### src/rtl/ticket_pkg.sv
// Shared definitions for the ticket machine transaction controller:
// FSM state encoding, coin values, default prices and limits.
package ticket_pkg;

   typedef enum logic [2:0] {
      ST_IDLE     = 3'd0,
      ST_COLLECT  = 3'd1,
      ST_DISPENSE = 3'd2,
      ST_SHOW     = 3'd3,
      ST_ERR      = 3'd4
   } state_e;

   localparam logic [4:0] COIN1_VAL  = 5'd1;
   localparam logic [4:0] COIN5_VAL  = 5'd5;
   localparam logic [4:0] COIN10_VAL = 5'd10;

   localparam int DEF_PRICE0    = 2;
   localparam int DEF_PRICE1    = 3;
   localparam int DEF_PRICE2    = 5;
   localparam int DEF_PRICE3    = 8;
   localparam int DEF_MAX_PAID  = 99;
   localparam int DEF_SALES_MAX = 9999;
   localparam int DEF_HOLD_CYC  = 200;

   // Value of all coin pulses seen in one cycle (simultaneous pulses add up).
   function automatic logic [4:0] calc_coin_sum(input logic c1, input logic c5, input logic c10);
      logic [4:0] sum;
      sum = 5'd0;
      if (c1)  sum = sum + COIN1_VAL;
      if (c5)  sum = sum + COIN5_VAL;
      if (c10) sum = sum + COIN10_VAL;
      return sum;
   endfunction

endpackage

### src/rtl/hold_timer.sv
// Down-counter that times how long SHOW and ERR persist. A load starts a
// hold of HOLD_CYC cycles; done is high during the last cycle of the hold.
module hold_timer #(
   parameter int HOLD_CYC = 200
) (
   input  logic clk,
   input  logic rst_n,
   input  logic load_i,
   input  logic count_i,
   output logic done_o
);

   localparam int CW = (HOLD_CYC > 1) ? $clog2(HOLD_CYC) : 1;
   localparam logic [CW-1:0] LOAD_VAL = CW'(HOLD_CYC - 1);

   logic [CW-1:0] cnt_q;

   // Load on entry to a hold state, then count down to zero while holding.
   always_ff @(posedge clk or negedge rst_n) begin
      // NOTE: state is updated with <= so every flop samples pre-edge values.
      if (!rst_n) begin
         cnt_q <= '0;
      end else if (load_i) begin
         cnt_q <= LOAD_VAL;
      end else if (count_i && (cnt_q != '0)) begin
         cnt_q <= cnt_q - 1'b1;
      end
   end

   assign done_o = (cnt_q == '0);

endmodule

### src/rtl/ticket_ctrl.sv
// Ticket machine transaction controller: collects coins, checks the price of
// the selected ticket, dispenses, shows change, and keeps a saturating sales
// total. Sits between the input debouncer and the display/LED drivers.
module ticket_ctrl
   import ticket_pkg::*;
#(
   parameter int PRICE0    = DEF_PRICE0,
   parameter int PRICE1    = DEF_PRICE1,
   parameter int PRICE2    = DEF_PRICE2,
   parameter int PRICE3    = DEF_PRICE3,
   parameter int MAX_PAID  = DEF_MAX_PAID,
   parameter int SALES_MAX = DEF_SALES_MAX,
   parameter int HOLD_CYC  = DEF_HOLD_CYC
) (
   input  logic        clk,
   input  logic        rst_n,
   input  logic        clr_sales,
   input  logic        coin1,
   input  logic        coin5,
   input  logic        coin10,
   input  logic [3:0]  ticket_sel,
   input  logic        confirm,
   output logic [6:0]  paid,
   output logic [3:0]  price,
   output logic [6:0]  change,
   output logic [13:0] sales,
   output logic        ticket_out,
   output logic        coin_reject,
   output logic        err,
   output logic [2:0]  state
);

   localparam logic [3:0]  P0_W        = 4'(PRICE0);
   localparam logic [3:0]  P1_W        = 4'(PRICE1);
   localparam logic [3:0]  P2_W        = 4'(PRICE2);
   localparam logic [3:0]  P3_W        = 4'(PRICE3);
   localparam logic [7:0]  MAX_PAID_W  = 8'(MAX_PAID);
   localparam logic [14:0] SALES_MAX_W = 15'(SALES_MAX);

   state_e      state_q, state_d;
   logic        confirm_d_q;
   logic        conf_rise;
   logic [6:0]  paid_q, paid_d;
   logic [6:0]  change_q, change_d;
   logic [13:0] sales_q, sales_d;
   logic        ticket_out_q, ticket_out_d;
   logic        coin_reject_q, coin_reject_d;

   logic [3:0]  price_w;
   logic [4:0]  coin_sum_w;
   logic        coin_any;
   logic [7:0]  paid_sum;
   logic        coin_fits;
   logic [6:0]  paid_eff;
   logic [14:0] sales_sum;
   logic [13:0] sales_sat;
   logic        hold_load, hold_count, hold_done;

   hold_timer #(
      .HOLD_CYC (HOLD_CYC)
   ) u_hold_timer (
      .clk     (clk),
      .rst_n   (rst_n),
      .load_i  (hold_load),
      .count_i (hold_count),
      .done_o  (hold_done)
   );

   // Price lookup: a one-hot selection picks its price, anything else is invalid (0).
   always_comb begin
      case (ticket_sel)
         4'b0001: price_w = P0_W;
         4'b0010: price_w = P1_W;
         4'b0100: price_w = P2_W;
         4'b1000: price_w = P3_W;
         default: price_w = '0;
      endcase
   end

   // Shared arithmetic: coin accumulation at 8 bits, sales add at 15 bits with saturation.
   always_comb begin
      conf_rise  = confirm & ~confirm_d_q;
      coin_sum_w = calc_coin_sum(coin1, coin5, coin10);
      coin_any   = coin1 | coin5 | coin10;
      paid_sum   = {1'b0, paid_q} + {3'b000, coin_sum_w};
      coin_fits  = (paid_sum <= MAX_PAID_W);
      paid_eff   = coin_fits ? paid_sum[6:0] : paid_q;
      sales_sum  = {1'b0, sales_q} + {11'd0, price_w};
      sales_sat  = (sales_sum > SALES_MAX_W) ? SALES_MAX_W[13:0] : sales_sum[13:0];
   end

   // State and datapath registers.
   always_ff @(posedge clk or negedge rst_n) begin
      if (!rst_n) begin
         state_q       <= ST_IDLE;
         confirm_d_q   <= 1'b0;
         paid_q        <= '0;
         change_q      <= '0;
         sales_q       <= '0;
         ticket_out_q  <= 1'b0;
         coin_reject_q <= 1'b0;
      end else begin
         state_q       <= state_d;
         confirm_d_q   <= confirm;
         paid_q        <= paid_d;
         change_q      <= change_d;
         sales_q       <= sales_d;
         ticket_out_q  <= ticket_out_d;
         coin_reject_q <= coin_reject_d;
      end
   end

   // Next-state logic; confirm is compared against the paid amount after this cycle's coins.
   always_comb begin
      // NOTE: every comb output gets a default first so no path infers a latch.
      state_d = state_q;
      case (state_q)
         ST_IDLE: begin
            if (coin_any) state_d = ST_COLLECT;
         end
         ST_COLLECT: begin
            if (conf_rise) begin
               if ((price_w == '0) || (paid_eff < {3'b000, price_w})) state_d = ST_ERR;
               else                                                   state_d = ST_DISPENSE;
            end
         end
         ST_DISPENSE: state_d = ST_SHOW;
         ST_SHOW: begin
            if (hold_done) state_d = ST_IDLE;
         end
         ST_ERR: begin
            if (hold_done) state_d = ST_COLLECT;
         end
         default: state_d = ST_IDLE;
      endcase
   end

   // Per-state datapath updates, registered pulse outputs and hold timer control.
   always_comb begin
      paid_d        = paid_q;
      change_d      = change_q;
      sales_d       = sales_q;
      ticket_out_d  = 1'b0;
      coin_reject_d = 1'b0;
      hold_load     = 1'b0;
      hold_count    = 1'b0;
      case (state_q)
         ST_IDLE: begin
            if (coin_any) paid_d = {2'b00, coin_sum_w};
         end
         ST_COLLECT: begin
            paid_d        = paid_eff;
            coin_reject_d = coin_any & ~coin_fits;
            ticket_out_d  = (state_d == ST_DISPENSE);
            hold_load     = (state_d == ST_ERR);
         end
         ST_DISPENSE: begin
            change_d      = paid_q - {3'b000, price_w};
            sales_d       = sales_sat;
            hold_load     = 1'b1;
            coin_reject_d = coin_any;
         end
         ST_SHOW: begin
            coin_reject_d = coin_any;
            hold_count    = 1'b1;
            if (hold_done) begin
               change_d = '0;
               paid_d   = '0;
            end
         end
         ST_ERR: begin
            coin_reject_d = coin_any;
            hold_count    = 1'b1;
         end
         default: ;
      endcase
      // Clearing the total wins over a same-cycle sale.
      if (clr_sales) sales_d = '0;
   end

   // Output mapping.
   always_comb begin
      paid        = paid_q;
      price       = price_w;
      change      = change_q;
      sales       = sales_q;
      ticket_out  = ticket_out_q;
      coin_reject = coin_reject_q;
      err         = (state_q == ST_ERR);
      state       = state_q;
   end

endmodule

### config.mk
export PLATFORM = sky130hd
export DESIGN_NAME = ticket_ctrl
export DESIGN_NICKNAME = d
export VERILOG_FILES = /design/src/rtl/ticket_pkg.sv /design/src/rtl/hold_timer.sv /design/src/rtl/ticket_ctrl.sv
export SDC_FILE = /design/constraint.sdc
export NUM_CORES = 1
export LEC_CHECK = 0
export ABC_AREA = 0
export CAP_MARGIN = 10
export CORE_UTILIZATION = 30
export CTS_BUF_LIST = sky130_fd_sc_hd__clkbuf_16
export DETAILED_ROUTE_END_ITERATION = 12
export SYNTH_ARGS = -nofsm -noshare
export SYNTH_HDL_FRONTEND = slang
export SYNTH_SLANG_ARGS = --single-unit
### constraint.sdc
create_clock -name clk -period 5.5 [get_ports clk]
set_input_delay 1.375 -clock clk [delete_from_list [all_inputs] [get_ports clk]]
set_output_delay 1.375 -clock clk [all_outputs]
set_load 0.005 [all_outputs]
==> run summary, run 1 <==
final design utilization = 42.3%
Hold Crit Start = change[0]
Reg-to-Reg End = u_hold_timer.cnt_q[4]
Max-slew headroom = 36.4%
P per Cell Area = 429 nW/um^2
Int Power = 1.16 mW
Final Cycle Share = 96.3%
critical path type = in -> reg
CP cell instances = dlygate4sd2_1 -> inv_2 -> ha_4 -> ha_2 -> fa_2 -> buf_4 -> xor2_4 -> a211oi_1 -> a31oi_1 -> o2111a_2 -> a22oi_4 -> mux2_4 -> ha_2 -> nor2_2 -> nor4bb_4 -> o211ai_1 -> and4b_1 -> a311oi_1 -> a32oi_2 -> a21oi_4 -> and2_1
CP top delay family = compound AO/OA/AOI/OAI gates
Crit path top cell by count = ha_2
Chip Height = 105 um
Worst Hold Depth = 2
Worst EP arrival = 5.47 ns
vias in the first global route = 2,966
GR peak layer = met2
DP Area = 4050 sq um
Crit path buffers/inverters = 3
startpoint type of the worst setup path = primary input
asr flop ratio synth = 100%
slowest CP cell = fa_2
switch share = 38.1%
CTS root buffer = clkbuf_16
netlist area before placement = 3200 sq um
first-pass GRT wire length = 14,600 um
Post-Syn Nets = 406
Seq/Total Area, Yosys = 32.8%
Clock Power Share = 17.7%
status = finished, final reports clean
synthesized instance count = 370
R2R Setup Slk = 1.25 ns
cts-stage hold buffer count = 0
antenna fix cells = 0
slowest stage delay, CP = 0.36 ns
Leakage = 1.95 nW
Synth Area per Inst = 8.65 sq um
gp weighted congestion = 0.921
Final #Nets = 489
YS warnings = 0
CTS Buf Count = 5
Layout Skew = 0.00545 ns
Hold Path Sink = change[0]
global route total overflow = 0
Post-synth top cells = dfrtp_1, nand2_1, nor2_1, inv_1
worst-margin pin slew = 0.954 ns
endpoints failing setup = 0
drt first pass iters = 4
CTS tree = built
CORE AREA = 10,300 sq um
synth unique cells = 61
H-tree levels = 2
cell taking the most area after synthesis = dfrtp_1
worst reg-to-reg path cell count = 18
fin. max-slew vios = 0
I/O Buffers = 48
Reg clk slew, reported paths = 0.06 ns
Vias = 3,066
P&R area growth vs syn = 36.3%
largest net degree at the start of global routing = 43
sequential fraction of design power = 26.8%
crit path capture type = flop
Peak Freq = 189 MHz
Max-Cap Viols = 0
design area = 4360 sq um
number of flops mapped to enable cells by yosys = 0
Tmin final = 5.30 ns
Net Sw Power = 0.714 mW
Die W = 105 um
top cells by area, synth = dfrtp_1, ha_1, nand2_1, nor2_1, xnor2_1
Max VDD drop = 0.185 mV
met2 Resource Use GR = 25.1%
clk_lat worst skew = 0.29 ns
Hold Vio Cnt, Final = 0
Gate power share = 55.6%
DR iter-0 viols = 276
met3 GRT Util = 2.78%
FF+latch count, synth = 42
ys flop type = dfrtp_1
drt drc = 0
Placement Rows = 37
Starting Density = 31.0%
I/O pin count = 49
Bufs on Longest Clock Path = 2
Hold Crit Class = reg -> reg
most frequent cell after synthesis = dfrtp_1
Reg-to-Reg Start = paid[0]
clock sink count = 42
DP HPWL = 6570 um
initial antenna violation count = 0
die footprint = 11,100 sq um
total track usage = 16.3%
layout cells sized above 1 = 16.5%
CP required = 5.67 ns
CP Max Fanout = 8
grt met1 use = 23.6%
Routed Antenna Nets = 0
Synth top area share = 32.8%
Avg WL per Cell = 14.8 um
Vias/cell = 5.20
WL final = 8740 um
-- layer usage --
metal / wire length [um] / vias up
met5: 0 / -
met4: 120 / 0
met3: 429 / 12
met2: 3930 / 91
met1: 4260 / 1460
li1: - / 1503
-- cell usage in the layout (no fill, tap or decap), types with 3 or more instances in the layout --
| cell type | synthesis | layout |
|---|---|---|
| ha_2 | 0 | 3 |
| dfrtp_1 | 42 | 42 |
| a2bb2oi_1 | 3 | 3 |
| nor2_1 | 35 | 34 |
| o21ai_1 | 2 | 4 |
| a31oi_1 | 4 | 4 |
| nand3_1 | 6 | 5 |
| o21a_1 | 3 | 3 |
| a21oi_1 | 15 | 14 |
| ha_1 | 22 | 17 |
| clkdlybuf4s50_1 | 0 | 45 |
| and2_1 | 9 | 9 |
| xnor2_1 | 13 | 13 |
| clkbuf_16 | 0 | 5 |
| a211oi_1 | 4 | 4 |
| inv_1 | 23 | 23 |
| nand3b_1 | 5 | 5 |
| xor2_1 | 7 | 6 |
| o22ai_1 | 4 | 4 |
| or3_1 | 4 | 3 |
| a21o_1 | 12 | 12 |
| o21ai_0 | 18 | 16 |
| or4_1 | 3 | 3 |
| nor3_1 | 22 | 22 |
| a222oi_1 | 3 | 3 |
| a221o_1 | 3 | 3 |
| nand2_1 | 38 | 38 |
| buf_4 | 0 | 40 |
| mux2i_1 | 3 | 3 |
| nor2b_1 | 9 | 9 |
| nor4_1 | 3 | 3 |
-- repair_timing --
item                       in CTS  in global routing
buffers inserted                2                  4
pin swaps                      11                  9
setup endpoints to repair      11                 11
gates resized for setup        16                 11
-- cell families (layout without fill, tap and decap cells) --
family / count (synthesis) / in the layout / synth area share (%)
AND/OR/NAND/NOR: 145 / 145 / 22.5
buffers and inverters: 35 / 119 / 4.34
flip-flops: 42 / 42 / 32.8
AO/OA/AOI/OAI: 96 / 96 / 22.0
multiplexers: 7 / 7 / 2.34
XOR/XNOR: 20 / 20 / 5.47
adder cells (fa/ha/maj): 25 / 25 / 10.5
-- state kept, by name, indices dropped and copies added (netlist names) --
register,flops
sales,14
change,7
state,3
u_hold_timer.cnt_q,8
ticket_out,1
coin_reject,1
confirm_d_q,1
paid,7
-- power groups by stage --
stage / Combinational, mW / Sequential, mW / Clock [mW]
6_report: 1.04 / 0.502 / 0.331
5_1_grt: 1.15 / 0.516 / 0.352
4_1_cts: 0.990 / 0.500 / 0.338
3_5_place_dp: 0.941 / 0.502 / 0
3_3_place_gp: 0.928 / 0.501 / 0
2_1_floorplan: 0.571 / 0.455 / 0
-- final cells by class --
type,instances,area [sq um]
tap,136,170
timing repair buffer,88,774
clock buffer,5,125
inverter,23,86.3
sequential,42,1050
fill,1016,5960
multi-input combinational,293,2120
clock inverter,3,37.5
-- through the flow --
step / power, mW / worst slack (ns) / instances / setup TNS (ns) / hold slack (ns)
2_1_floorplan: 1.03 / 0.0257 / 370 / 0 / 0.473
3_3_place_gp: 1.43 / -0.679 / 576 / -6.58 / 0.470
3_5_place_dp: 1.44 / -0.770 / 576 / -7.45 / 0.473
4_1_cts: 1.83 / 0.160 / 586 / 0 / 0.487
5_1_grt: 2.02 / -0.0181 / 590 / -0.0423 / 0.505
6_report: 1.87 / 0.202 / 590 / 0 / 0.478
-- worst max path at each step --
stage	startpoint	to	slack (ns)	cells after the start
after floorplan	coin1	u_hold_timer.cnt_q[5]	0.03	19
after global placement	coin1	u_hold_timer.cnt_q[5]	-0.68	20
after detailed placement	coin1	u_hold_timer.cnt_q[4]	-0.77	21
after CTS	coin1	u_hold_timer.cnt_q[4]	0.16	21
after global routing	coin5	u_hold_timer.cnt_q[3]	-0.02	21
final	coin5	u_hold_timer.cnt_q[4]	0.20	21
-- tightest hold or removal path: cells and delay by family (launching register included) --
family	cells	cell delay, ns
DFF	1	0.34
AOI/OAI and AO/OA	1	0.06
and+or+nand+nor	1	0.04
Power figures use the tool's default switching activity.
==> run 2, diff against run 1 <==
==> constraint.sdc (replaced) <==
create_clock -name clk -period 5.6 [get_ports clk]
set_input_delay 1.4 -clock clk [delete_from_list [all_inputs] [get_ports clk]]
set_output_delay 1.4 -clock clk [all_outputs]
set_load 0.005 [all_outputs]
==> run 2 against run 1 <==
Count of clock-buffer cells in the layout stayed put. Critical endpoint unchanged. Critical path type unchanged. Clock power shrank 17%. Hold slack lost 0.00090 ns.
==> run summary, run 2 (synthesis gave the netlist of run 1 again) <==
status = finished, final reports clean
clock sink count = 42 (unchanged)
R2R Setup Slk = 1.33 ns (+0.08 ns)
die footprint = 11,100 sq um (unchanged)
CP required = 5.77 ns (+0.10 ns)
H-tree levels = 2 (unchanged)
worst-margin pin slew = 0.964 ns (+0.00997 ns)
DR iter-0 viols = 178 (-36%)
largest net degree at the start of global routing = 43 (unchanged)
Max-slew headroom = 35.8% (-0.66 points)
Hold Crit Class = reg -> reg
gp weighted congestion = 0.892 (-3.1%)
met2 Resource Use GR = 24.6% (-0.47 points)
GR peak layer = met2
critical path type = in -> reg
CORE AREA = 10,300 sq um (unchanged)
commonest non-fill, non-tap cells in the layout = clkdlybuf4s50_1, dfrtp_1, buf_4
fillcell total = 1,035 (+1.9%)
CP Max Fanout = 6 (-2)
crit path capture type = flop
endpoints failing setup = 0 (unchanged)
Peak Freq = 185 MHz
Cell Count, Final, Fillers Out = 590 (unchanged)
grt met1 use = 23.5% (-0.082 points)
antenna fix cells = 0 (unchanged)
startpoint type of the worst setup path = primary input
Final Cycle Share = 96.3%
met3 GRT Util = 2.78% (unchanged)
Placement Rows = 37 (unchanged)
initial antenna violation count = 0 (unchanged)
Tmin final = 5.39 ns
Max-Cap Viols = 0 (unchanged)
Chip Height = 105 um (unchanged)
Vias = 3,068 (+0.065%)
Cells after DPL = 576 (unchanged)
global route total overflow = 0 (unchanged)
Worst EP arrival = 5.56 ns (+0.09 ns)
drt drc = 0 (unchanged)
max FFs per register = 14 (unchanged)
WL final = 8700 um (-0.51%)
P&R area growth vs syn = 35.4%
CTS tree = built
Hold Vio Cnt, Final = 0 (unchanged)
Layout Skew = 0.00815 ns (+0.00270 ns)
Max VDD drop = 0.213 mV (+15%)
vias in the first global route = 2,881 (-2.9%)
CTS Buf Count = 5 (unchanged)
Avg WL per Cell = 14.7 um (-0.51%)
commonest non-fill, non-tap cell in the layout = clkdlybuf4s50_1
Post-Route Setup TNS = 0 ns (unchanged)
DP HPWL = 6510 um (-0.85%)
unrepaired setup endpoints after global routing = no
drt first pass iters = 5 (+1)
Starting Density = 31.0% (unchanged)
Leakage = 1.94 nW (-0.45%)
Reg clk slew, reported paths = 0.06 ns (about the same)
Vias/cell = 5.20 (about the same)
first-pass GRT wire length = 14,500 um (-0.90%)
Final #Nets = 489 (unchanged)
CTS root buffer = clkbuf_16
P per Cell Area = 414 nW/um^2 (-3.5%)
layout cells sized above 1 = 17.2% (+0.66 points)
fin. max-slew vios = 0 (unchanged)
register area = 1050 sq um (unchanged)
total track usage = 16.1% (-0.20 points)
Bufs on Longest Clock Path = 2 (unchanged)
I/O Buffers = 48 (unchanged)
Multi-input gate area = 2110 sq um (-0.29%)
Die W = 105 um (unchanged)
Routed Antenna Nets = 0 (unchanged)
I/O pin count = 49 (unchanged)
final design utilization = 42.0% (-0.28 points)
clk_lat worst skew = 0.28 ns (about the same)
run 2: power by group:
part	switching (mW)	internal, mW	leakage (nW)
Sequential	0.112	0.379	0.538
Clock	0.114	0.161	0.0724
Combinational	0.471	0.558	1.33
Total	0.698	1.10	1.94
run 2: timing repair:
item,CTS,global route
setup endpoints to repair,11,10
hold endpoints to repair,0,0
gates resized for setup,14,11
pin swaps,11,9
setup buffers,3,4
hold buffers,0,0
run 2: per-layer routing:
| layer | vias up | routed length, um |
|---|---|---|
| met4 | 0 | 70 |
| li1 | 1496 | - |
| met2 | 85 | 3840 |
| met5 | - | 0 |
| met3 | 6 | 355 |
| met1 | 1481 | 4440 |
run 2: worst paths after layout:
kind,cells past startpoint,endpoint,startpoint
worst max-delay path,20,u_hold_timer.cnt_q[4],coin1
worst min-delay path,2,change[0],change[0]
worst max register to register,17,u_hold_timer.cnt_q[4],paid[0]
worst min register to register,2,change[0],change[0]
max in group asynchronous,1,sales[5],rst_n
min in group asynchronous,1,sales[10],rst_n
run 2: per-stage QoR:
stage	power [mW]	hold slack [ns]	setup slack, ns	area (sq um)
after floorplan	1.01	0.473	0.101	3200
after global placement	1.40	0.466	-0.654	4050
after detailed placement	1.42	0.473	-0.816	4050
after CTS	1.75	0.486	0.143	4260
after global routing	1.95	0.528	0.00274	4340
final	1.80	0.477	0.207	4340
run 2: final cells by class:
type | instances | area share (%)
repair buffers | 88 | 17.9
clock inverters | 3 | 0.289
flip-flops and latches | 42 | 24.2
multi-input cells | 293 | 48.7
well taps | 136 | 3.92
inverters | 23 | 1.99
clock buffers | 5 | 2.89
run 2: critical path, cell delays in order:
cell	delay [ns]
dlygate4sd2_1	0.25
buf_4	0.14
ha_2	0.18
xor2_2	0.16
fa_2	0.39
or3_4	0.38
a211oi_2	0.22
a31oi_1	0.13
o2111a_2	0.19
a22oi_4	0.23
mux2_4	0.34
ha_4	0.17
nor2_4	0.10
nor4bb_4	0.23
o211ai_1	0.13
and4b_1	0.27
a311oi_1	0.06
a32oi_2	0.32
a21oi_4	0.13
and2_4	0.16
==> run 3, diff against run 2 <==
--- a/config.mk
+++ b/config.mk
@@ -10,6 +10,7 @@
 export CORE_UTILIZATION = 30
 export CTS_BUF_LIST = sky130_fd_sc_hd__clkbuf_16
 export DETAILED_ROUTE_END_ITERATION = 12
+export PLACE_DENSITY = 0.56
 export SYNTH_ARGS = -nofsm -noshare
 export SYNTH_HDL_FRONTEND = slang
 export SYNTH_SLANG_ARGS = --single-unit
==> run 3 against run 2 <==
Worst setup slack lost 0.033 ns. Non-clock buffer count shrank 1. Clock power grew 17%. Critical path type unchanged.
==> run summary, run 3 (synthesis gave the netlist of run 1 again) <==
post-layout power = 1.84 mW (+2.7%)
Hold Vio Cnt, Final = 0 (unchanged)
final hold slack = 0.487 ns (+0.0100 ns)
Starting Density = 31.0% (unchanged)
H-tree levels = 2 (unchanged)
commonest non-fill, non-tap cell in the layout = clkdlybuf4s50_1
Max-slew headroom = 35.5% (-0.28 points)
CP Max Fanout = 8 (+2)
DP Worst Slack = -0.814 ns (+0.00183 ns)
max FFs per register = 14 (unchanged)
drt drc = 0 (unchanged)
Gate power share = 55.8% (-1.5 points)
critical path type = in -> reg
worst-margin pin slew = 0.968 ns (+0.00413 ns)
Vias/cell = 5.16 (-0.78%)
Routed Antenna Nets = 0 (unchanged)
commonest non-fill, non-tap cells in the layout = clkdlybuf4s50_1, dfrtp_1, buf_4
Vias = 3,039 (-0.95%)
layout cells sized above 1 = 16.3% (-0.85 points)
Int Power = 1.14 mW (+3.5%)
DR iter-0 viols = 137 (-23%)
Chip Height = 105 um (unchanged)
first-pass GRT wire length = 14,600 um (+1.0%)
Max-Cap Viols = 0 (unchanged)
Clock Power Share = 17.5% (+2.2 points)
Hold Crit Class = reg -> reg
Max VDD drop = 0.166 mV (-22%)
Avg WL per Cell = 14.9 um (+1.1%)
Layout Skew = 0.00715 ns (-0.000999 ns)
largest net degree at the start of global routing = 43 (unchanged)
CP required = 5.77 ns (about the same)
Peak Freq = 184 MHz (-0.60%)
Tmin final = 5.43 ns (+0.0326 ns)
P per Cell Area = 424 nW/um^2 (+2.4%)
Final Cycle Share = 96.9% (+0.58 points)
Crit path top cell by count = ha_2
initial antenna violation count = 0 (unchanged)
vias in the first global route = 2,909 (+0.97%)
design area = 4350 sq um (+0.29%)
slowest CP cell = or3_1
Die W = 105 um (unchanged)
CTS root buffer = clkbuf_16
Net Sw Power = 0.707 mW (+1.3%)
DP Area = 4040 sq um (-0.19%)
total track usage = 16.2% (+0.17 points)
status = finished, final reports clean
Placement Rows = 37 (unchanged)
WL final = 8780 um (+0.95%)
switch share = 38.3% (-0.52 points)
Final #Nets = 488 (-0.20%)
I/O Buffers = 48 (unchanged)
cts-stage hold buffer count = 0 (unchanged)
Worst EP arrival = 5.60 ns (+0.04 ns)
Reg clk slew, reported paths = 0.06 ns (about the same)
die footprint = 11,100 sq um (unchanged)
CORE AREA = 10,300 sq um (unchanged)
P&R area growth vs syn = 35.8%
CTS Buf Count = 5 (unchanged)
Crit path buffers/inverters = 2 (unchanged)
endpoints failing setup = 0 (unchanged)
I/O pin count = 49 (unchanged)
clock sink count = 42 (unchanged)
startpoint type of the worst setup path = primary input
crit path capture type = flop
sequential fraction of design power = 26.7% (-0.7 points)
antenna fix cells = 0 (unchanged)
DP HPWL = 6610 um (+1.5%)
Worst Slack Setup Final = 0.174 ns (-0.0326 ns)
gp weighted congestion = 0.933 (+4.6%)
clk_lat worst skew = 0.28 ns (about the same)
CTS tree = built
drt first pass iters = 6 (+1)
final design utilization = 42.1% (+0.12 points)
global route total overflow = 0 (unchanged)
Leakage = 1.95 nW (+0.38%)
CP top delay family = compound AO/OA/AOI/OAI gates
fin. max-slew vios = 0 (unchanged)
CP cell instances = dlygate4sd2_1 -> inv_2 -> ha_4 -> ha_2 -> fa_2 -> or3_1 -> a211oi_2 -> a31oi_1 -> o2111a_2 -> a22oi_4 -> mux2_4 -> ha_2 -> nor2_4 -> nor4bb_4 -> o211ai_1 -> and4b_1 -> a311oi_1 -> a32oi_2 -> a21oi_4 -> and2_1
Bufs on Longest Clock Path = 2 (unchanged)
slowest stage delay, CP = 0.39 ns (about the same)
-- run 3: cell type report --
type,count,area (sq um)
fill,1029,5980
multi-input combinational,293,2110
sequential,42,1050
timing repair buffer,87,766
tap,136,170
clock buffer,5,125
inverter,23,86.3
clock inverter,3,37.5
-- run 3: per-stage QoR --
stage	setup TNS (ns)	std cells
after floorplan	0	370
after global placement	-6.00	575
after detailed placement	-7.92	575
after CTS	0	586
after global routing	-0.0351	589
final	0	589
-- run 3: repair_timing --
| action | CTS | global route |
|---|---|---|
| pin swaps | 12 | 8 |
| buffers inserted | 3 | 3 |
| resized for setup | 17 | 6 |
| endpoints found under the setup margin | 11 | 10 |
-- run 3: worst paths after layout --
check | from | endpoint | slack [ns] | depth (start not counted)
setup / recovery | coin1 | u_hold_timer.cnt_q[5] | 0.17 | 20
hold / removal | change[0] | change[0] | 0.49 | 2
setup reg to reg | paid[0] | u_hold_timer.cnt_q[5] | 1.28 | 17
hold reg to reg | change[0] | change[0] | 0.49 | 2
max in group asynchronous | rst_n | u_hold_timer.cnt_q[3] | 3.72 | 1
min in group asynchronous | rst_n | sales[10] | 1.27 | 1
-- run 3: power groups by stage --
| stage | Clock [mW] | Sequential (mW) | Combinational [mW] |
|---|---|---|---|
| 2_1_floorplan | 0 | 0.447 | 0.561 |
| 3_3_place_gp | 0 | 0.495 | 0.915 |
| 3_5_place_dp | 0 | 0.495 | 0.927 |
| 4_1_cts | 0.331 | 0.493 | 0.987 |
| 5_1_grt | 0.345 | 0.506 | 1.14 |
| 6_report | 0.323 | 0.492 | 1.03 |
-- run 3: tightest hold or removal path: stages, from the launching register on --
cell and delay [ns]:
dfrtp_1 0.34, nand2_1 0.05, o21ai_0 0.06
-- run 3: per-layer routing --
metal  wire length, um  up-vias  part of all wire [%]  global-route usage, %
met1              4320     1451                    49                   22.9
met4               132        0                   1.5                   4.23
met5                 0        -                     0                      0
li1                  -     1503                     -                      -
met2              3990       76                    45                   25.8
met3               338        9                   3.8                   2.54
